[src/rtl/aes_pkg.sv]
// Shared widths and loader state encoding for the AES input loader slice.
package aes_pkg;

   localparam int unsigned AES_BLK_W  = 128;
   localparam int unsigned AES_WORD_W = 32;

   typedef enum logic [1:0] {
      LOAD = 2'd0,
      RUN  = 2'd1,
      GAP  = 2'd2
   } aes_ld_state_t;

endpackage

[src/rtl/aes_word_assembler.sv]
// Shifts four 32-bit words (MSW first) into a 128-bit register and flags it full.
module aes_word_assembler
   import aes_pkg::*;
(
   input  logic                  i_clk,
   input  logic                  i_rst,
   input  logic                  i_wr,
   input  logic                  i_clr,
   input  logic [AES_WORD_W-1:0] i_word,
   output logic [AES_BLK_W-1:0]  o_blk,
   output logic                  o_full
);

   logic [AES_BLK_W-1:0] r_blk;
   logic [1:0]           r_cnt;
   logic                 r_full;

   always_ff @(posedge i_clk or posedge i_rst) begin
      if (i_rst) begin
         r_blk  <= '0;
         r_cnt  <= '0;
         r_full <= 1'b0;
      end else if (i_clr) begin
         r_cnt  <= '0;
         r_full <= 1'b0;
      end else if (i_wr) begin
         r_blk <= {r_blk[AES_BLK_W-AES_WORD_W-1:0], i_word};
         r_cnt <= r_cnt + 2'd1;
         // First word of a new sequence invalidates the previous contents
         if (r_cnt == 2'd3)
            r_full <= 1'b1;
         else if (r_cnt == 2'd0)
            r_full <= 1'b0;
      end
   end

   assign o_blk  = r_blk;
   assign o_full = r_full;

endmodule

[src/rtl/aes_in_loader.sv]
// Collects key/plaintext words, then holds them stable while enabling the AES core.
module aes_in_loader
   import aes_pkg::*;
#(
   parameter int unsigned TIMEOUT_CYC = 64
) (
   input  logic                  AES_clk,
   input  logic                  AES_rst,
   input  logic                  wr_valid,
   output logic                  wr_ready,
   input  logic [AES_WORD_W-1:0] wr_data,
   input  logic                  wr_is_key,
   output logic                  AES_en,
   output logic [AES_BLK_W-1:0]  AES_data_in,
   output logic [AES_BLK_W-1:0]  AES_key_in,
   input  logic                  AES_data_out_valid,
   output logic                  busy,
   output logic                  timeout_err
);

   localparam int unsigned RUN_W = $clog2(TIMEOUT_CYC);

   aes_ld_state_t    r_state;
   logic [RUN_W-1:0] r_run_cnt;
   logic             r_timeout_err;

   logic w_accept;
   logic w_key_full;
   logic w_data_full;
   logic w_clr_data;

   assign wr_ready   = (r_state == LOAD) && (wr_is_key || !w_data_full);
   assign w_accept   = wr_valid && wr_ready;
   assign w_clr_data = (r_state == GAP);

   aes_word_assembler u_key (
      .i_clk  (AES_clk),
      .i_rst  (AES_rst),
      .i_wr   (w_accept && wr_is_key),
      .i_clr  (1'b0),
      .i_word (wr_data),
      .o_blk  (AES_key_in),
      .o_full (w_key_full)
   );

   aes_word_assembler u_data (
      .i_clk  (AES_clk),
      .i_rst  (AES_rst),
      .i_wr   (w_accept && !wr_is_key),
      .i_clr  (w_clr_data),
      .i_word (wr_data),
      .o_blk  (AES_data_in),
      .o_full (w_data_full)
   );

   always_ff @(posedge AES_clk or posedge AES_rst) begin
      if (AES_rst) begin
         r_state       <= LOAD;
         r_run_cnt     <= '0;
         r_timeout_err <= 1'b0;
      end else begin
         r_timeout_err <= 1'b0;
         case (r_state)
            LOAD: begin
               if (w_data_full && w_key_full) begin
                  r_state   <= RUN;
                  r_run_cnt <= '0;
               end
            end
            RUN: begin
               r_run_cnt <= r_run_cnt + RUN_W'(1);
               // Completion takes priority over a coincident timeout
               if (AES_data_out_valid) begin
                  r_state <= GAP;
               end else if (r_run_cnt == RUN_W'(TIMEOUT_CYC - 1)) begin
                  r_state       <= GAP;
                  r_timeout_err <= 1'b1;
               end
            end
            GAP:     r_state <= LOAD;
            default: r_state <= LOAD;
         endcase
      end
   end

   assign AES_en      = (r_state == RUN);
   assign busy        = (r_state == RUN) || (r_state == GAP);
   assign timeout_err = r_timeout_err;

endmodule

[config.mk]
export PLATFORM = sky130hd
export DESIGN_NAME = aes_in_loader
export DESIGN_NICKNAME = d
export VERILOG_FILES = /design/src/rtl/aes_pkg.sv /design/src/rtl/aes_word_assembler.sv /design/src/rtl/aes_in_loader.sv
export SDC_FILE = /design/constraint.sdc
export NUM_CORES = 1
export LEC_CHECK = 0
export CORE_MARGIN = 3
export CORE_UTILIZATION = 45
export DETAILED_ROUTE_END_ITERATION = 7
export PLACE_DENSITY = 0.75
export SLEW_MARGIN = 10
export SYNTH_ARGS = -nofsm -noshare
export SYNTH_HDL_FRONTEND = slang
export SYNTH_SLANG_ARGS = --single-unit
export TNS_END_PERCENT = 1
[constraint.sdc]
create_clock -name AES_clk -period 10.8 [get_ports AES_clk]
set_input_delay 1.62 -clock AES_clk [delete_from_list [all_inputs] [get_ports AES_clk]]
set_output_delay 1.62 -clock AES_clk [all_outputs]
set_load 0.02 [all_outputs]
# Word level (Yosys, flattened, before mapping)

Index checks and enable logic that the tools add are counted.
Widths: inputs -> output; s select.

Bitwise operators: 1
$add $sub $neg: 3
Eq/ne operators: 7
Reductions and logical operators: 21
Mux-type cells: 17

Operators by type and width:

| operator            | count |
|---|---|
| $pmux 6 s2          | 1 |
| $mux 2              | 5 |
| $reduce_and 2->1    | 5 |
| $mux 1              | 9 |
| $add 6x1->6 const B | 1 |
| $eq 2x2->1 const B  | 3 |
| $eq 6x6->1 const B  | 1 |
| $logic_not 2->1     | 3 |
| $mux 6              | 1 |
| $reduce_bool 2->1   | 3 |
| $logic_and 1x1->1   | 5 |
| $add 2x1->2 const B | 2 |
| $pmux 2 s2          | 1 |
| $ne 3x1->1 const B  | 1 |
| $reduce_bool 3->1   | 1 |
| $eq 2x1->1 const B  | 1 |
| $logic_not 1->1     | 2 |
| $logic_or 1x1->1    | 2 |
| $ne 2x1->1 const B  | 1 |
| $not 1->1           | 1 |

Word-level logic and storage cells: 58
Bits in registers: 271

# Longest topological paths before layout

Depth in word-level cells: 7
Gate-level depth with buffers: 8
Depth with buffers taken out: 6

# Hierarchy

A second synthesis with hierarchy kept.

Cells, all modules: 626
Area, all modules: 10,910.5 µm²

Modules (own cells, without submodules):

| module             | times used | area an instance (µm²) | cells each |
|---|---|---|---|
| aes_word_assembler | 2          | 5,176.2                | 286 |
| aes_in_loader      | 1          | 558.0                  | 54 |

# Worst setup path after synthesis

OpenSTA, ideal clock, no wires.

Kind: input -> output
From: input wr_is_key
To: output wr_ready
Required time: 9,180 ps
Buffers on the path: 0
Slack: 7,035 ps
Arrival: 2,145 ps
Stages on the path: 2
Path through: inv_1 > a21boi_0

Word-level cells in the longest chain between the ends: 2

RTL lines:

| element           | line                | source |
|---|---|---|
| from (decl)       | aes_in_loader.sv:12 | `input logic wr_is_key,` |
| $logic_or 1x1->1  | aes_in_loader.sv:32 | `assign wr_ready = (r_state == LOAD) && (wr_is_key \|\| !w_data_full);` |
| $logic_and 1x1->1 | aes_in_loader.sv:32 |  |
| to (decl)         | aes_in_loader.sv:10 | `output logic wr_ready,` |

No other way between the ends.

# Final worst setup path

Same ends and word-level chain as after synthesis.

==> results by group <==
Logic synthesis
  – Netlist area before placement: 0.01084 mm^2
  – Cell taking the most area after synthesis: dfrtp_1
  – Mapped Cells: 620
  – Distinct cells, synth: 27
  – Async set or reset register ratio after synthesis: 100.0%
  – Register area share after synthesis: 62.58%
  – Register bit count reported by yosys: 271
  – Ys flop type: dfrtp_1
  – Total nets after synthesis: 664
  – Top cells by instance count after synthesis: dfrtp_1, mux2_2, mux2_4
  – Synthesized area per cell: 17.48 um^2
  – Post-synth EDFFs: 0
  – Proportion of netlist area held by the largest area contributor: 62.58%
  – Yosys warns: 0
  – Dominant cells by area after synthesis: dfrtp_1, mux2_2, mux2_4
  – Most common cell in the synthesized netlist: dfrtp_1

Clock tree
  – CTS clock-pin slew for the worst setup and hold paths: 0.06 ns
  – # Post-CTS Setup Buffers: 0
  – H-Tree Depth: 1
  – TritonCTS buffer count: 29
  – Post-cts gate resize count: 0
  – Worst-Skew Late Latency: 0.54 ns
  – Max Root-Sink Buffers: 3
  – Clk sinks: 271
  – TritonCTS clock tree: built
  – Clock root buffer: clkbuf_16
  – Quantity of hold-fixing buffers added after cts: 0

Global route
  – Maximum number of pins on one net before global-route repair: 139
  – Global-route wire length before repair: 37.67 mm
  – Via count of the first global-routing pass: 6533
  – Global-route usage over all layers: 17.83%
  – Antenna violations before repair: 0
  – Overflow left after global routing: 0

Power and ir drop
  – Final total power: 5.475 mW
  – Leakage power summed over all cells: 6.471 nW
  – Proportion of power drawn by combinational gates: 46.9%
  – Max VDD drop: 309.8 uV
  – Net Sw Frac: 35.06%
  – Cell-internal power: 3.556 mW
  – Share of total power in the clock network: 18.3%
  – Total power per unit cell area: 368.1 mW/mm^2
  – Switching power of the nets: 1.919 mW
  – Share of total power in sequential cells: 34.8%

Timing
  – Finish-stage setup viols: 0
  – Clock tree skew after final layout: 0.01300 ns
  – Top achievable clock speed: 0.2111 GHz
  – Number of hold violations in the final report: 0
  – Headroom to the max-slew limit: 33.55%
  – Final period util: 43.86%
  – Max-slew violations: 0
  – Final worst path period need: 4.736 ns
  – Final total negative setup slack: 0 ns
  – Final critical-path setup slack: 6.064 ns
  – Unrepaired setup endpoints after global routing: false
  – Pin slew with the least headroom to its limit: 0.9967 ns

Floorplan
  – Rows: 56
  – Full die area: 0.02598 mm^2
  – Effective utilization at floorplan: 46.03%
  – Die Width: 161.2 um
  – Vertical extent of the die: 161.2 um
  – Io pins: 297
  – Placeable core region: 0.02354 mm^2

Setup path
  – Req. time, crit path: 9.18 ns
  – CP startpoint kind: input port
  – Critical Path Sink Type: output port
  – Data arrival time at the worst-slack endpoint: 3.12 ns
  – Worst Path Class, Setup: input port to output port
  – Highest net fanout along the worst path: 4

Routing
  – DR vias/cell: 4.891
  – Number of remaining DRC errors: 0
  – Detailed-route via count: 6172
  – DRC marker count from the first detailed-route iteration: 283
  – Total wirelength of the detailed-routed design: 23.37 mm
  – Number of iterations in the first detailed-routing pass: 4
  – Wire per inst: 18.51 um
  – Antenna violation net count after detailed routing: 0

Run
  – Max-cap check violation count: 0

Layout
  – Signed area change from the synthesized netlist to the final layout: 37.26%
  – Final standard cell count with taps included and fillers excluded: 1262
  – Multi-input logic area: 0.003677 mm^2
  – Finished layout cell area: 0.01487 mm^2
  – # nets final: 966
  – Total area of sequential cells: 0.006782 mm^2
  – Fraction of layout instances using a drive strength above 1: 33.30%
  – Number of inserted filler cells in the final layout: 1789
  – Number of inserted diodes: 0

Placed design
  – Place WS: 6.067 ns
  – Placed wire-length estimate: 15.65 mm
  – Number of placed instances, taps included: 1210
  – Placement-stage cell area: 0.01389 mm^2
  – Placer Congestion: 0.7526
  – Port-buffer cells: 296

Hold path
  – Min-delay worst type: flip-flop to flip-flop

Run status
  – Outcome: finished, final reports clean
==> per-stage QoR <==
stage	utilization (%)	hold WS, ns
final	63.18	0.5008
after global routing	63.18	0.5187
after detailed placement	59.00	0.4816
after CTS	63.18	0.5064
after global placement	59.00	0.4742
after floorplan	-	0.4528
==> flip-flops by register name, summed over array words and instances, names as in the netlist <==
| name | flops |
|---|---|
| u_data.r_cnt | 2 |
| u_key.o_blk | 128 |
| u_key.r_cnt | 2 |
| r_state | 2 |
| u_data.o_full | 1 |
| u_key.o_full | 1 |
| u_data.o_blk | 128 |
| r_run_cnt | 6 |
| timeout_err | 1 |
==> cells in the final DEF, fill, tap and decap left out, types with 2 or more instances in the layout <==
cell type and n:
a21boi_0 2, a21oi_1 4, buf_4 3, bufinv_16 2, clkbuf_1 4, clkbuf_16 29, clkbuf_8 11, clkdlybuf4s50_1 296
clkinv_2 5, dfrtp_1 271, ha_1 7, inv_1 4, mux2_2 158, mux2_4 100, nand2_1 7, nand3_1 8
nor2_1 9, o21ai_0 2, xnor2_1 6
==> area by class of cell <==
| type | instances | area share (%) |
|---|---|---|
| Sequential cell | 271 | 45.59 |
| Multi-Input combinational cell | 315 | 24.72 |
| Timing Repair Buffer | 300 | 20.21 |
| Clock buffer | 44 | 5.998 |
| Tap cell | 319 | 2.683 |
| Clock inverter | 8 | 0.6225 |
| Inverter | 5 | 0.1766 |
==> critical path: stages <==
cell             delay [ns]
clkdlybuf4s50_1        0.61
inv_1                  0.07
a21boi_0               0.19
clkdlybuf4s50_1        0.63
==> logic make-up after synthesis <==
kind of cell / share of synthesized area [%]
AO/OA/AOI/OAI: 0.5427
XOR/XNOR: 0.4849
AND/OR/NAND/NOR: 1.513
adder cells (fa/ha/maj): 0.8082
multiplexers: 30.47
buffers and inverters: 3.602
flip-flops: 62.58
==> power by group through the flow <==
stage | registers [mW] | logic [mW] | clock network, mW
floorplan | 2.43 | 0.863 | 0
global placement | 1.90 | 2.56 | 0
detailed placement | 1.92 | 2.59 | 0
CTS | 1.91 | 2.60 | 1.03
global route | 1.99 | 2.70 | 1.07
finish | 1.90 | 2.57 | 1.00
==> per-layer routing <==
metal  vias to the layer above  part of all wire (%)  wire length, um  track usage (%)
met1                      3111                    44            10230            24.50
met4                         0                   3.4              798            5.984
met2                       202                    46            10660            27.51
li1                       2803                     -                -                -
met5                         -                     0                0                0
met3                        56                   7.2             1675            5.104
==> worst paths after layout <==
path	slack, ns	end	from	cells after the start
setup / recovery	6.06	wr_ready	wr_is_key	4
max in group asynchronous	6.92	u_data.o_blk[85]$_DFFE_PP0P_	AES_rst	4
hold / removal	0.50	u_key.o_blk[111]$_DFFE_PP0P_	u_key.o_blk[111]$_DFFE_PP0P_	1
hold reg to reg	0.50	u_key.o_blk[111]$_DFFE_PP0P_	u_key.o_blk[111]$_DFFE_PP0P_	1
setup reg to reg	7.82	u_key.o_full$_DFFE_PP0P_	r_state[1]$_DFFE_PP0P_	6
min in group asynchronous	1.70	u_key.o_blk[93]$_DFFE_PP0P_	AES_rst	2
(Power assumes the default switching activity.)
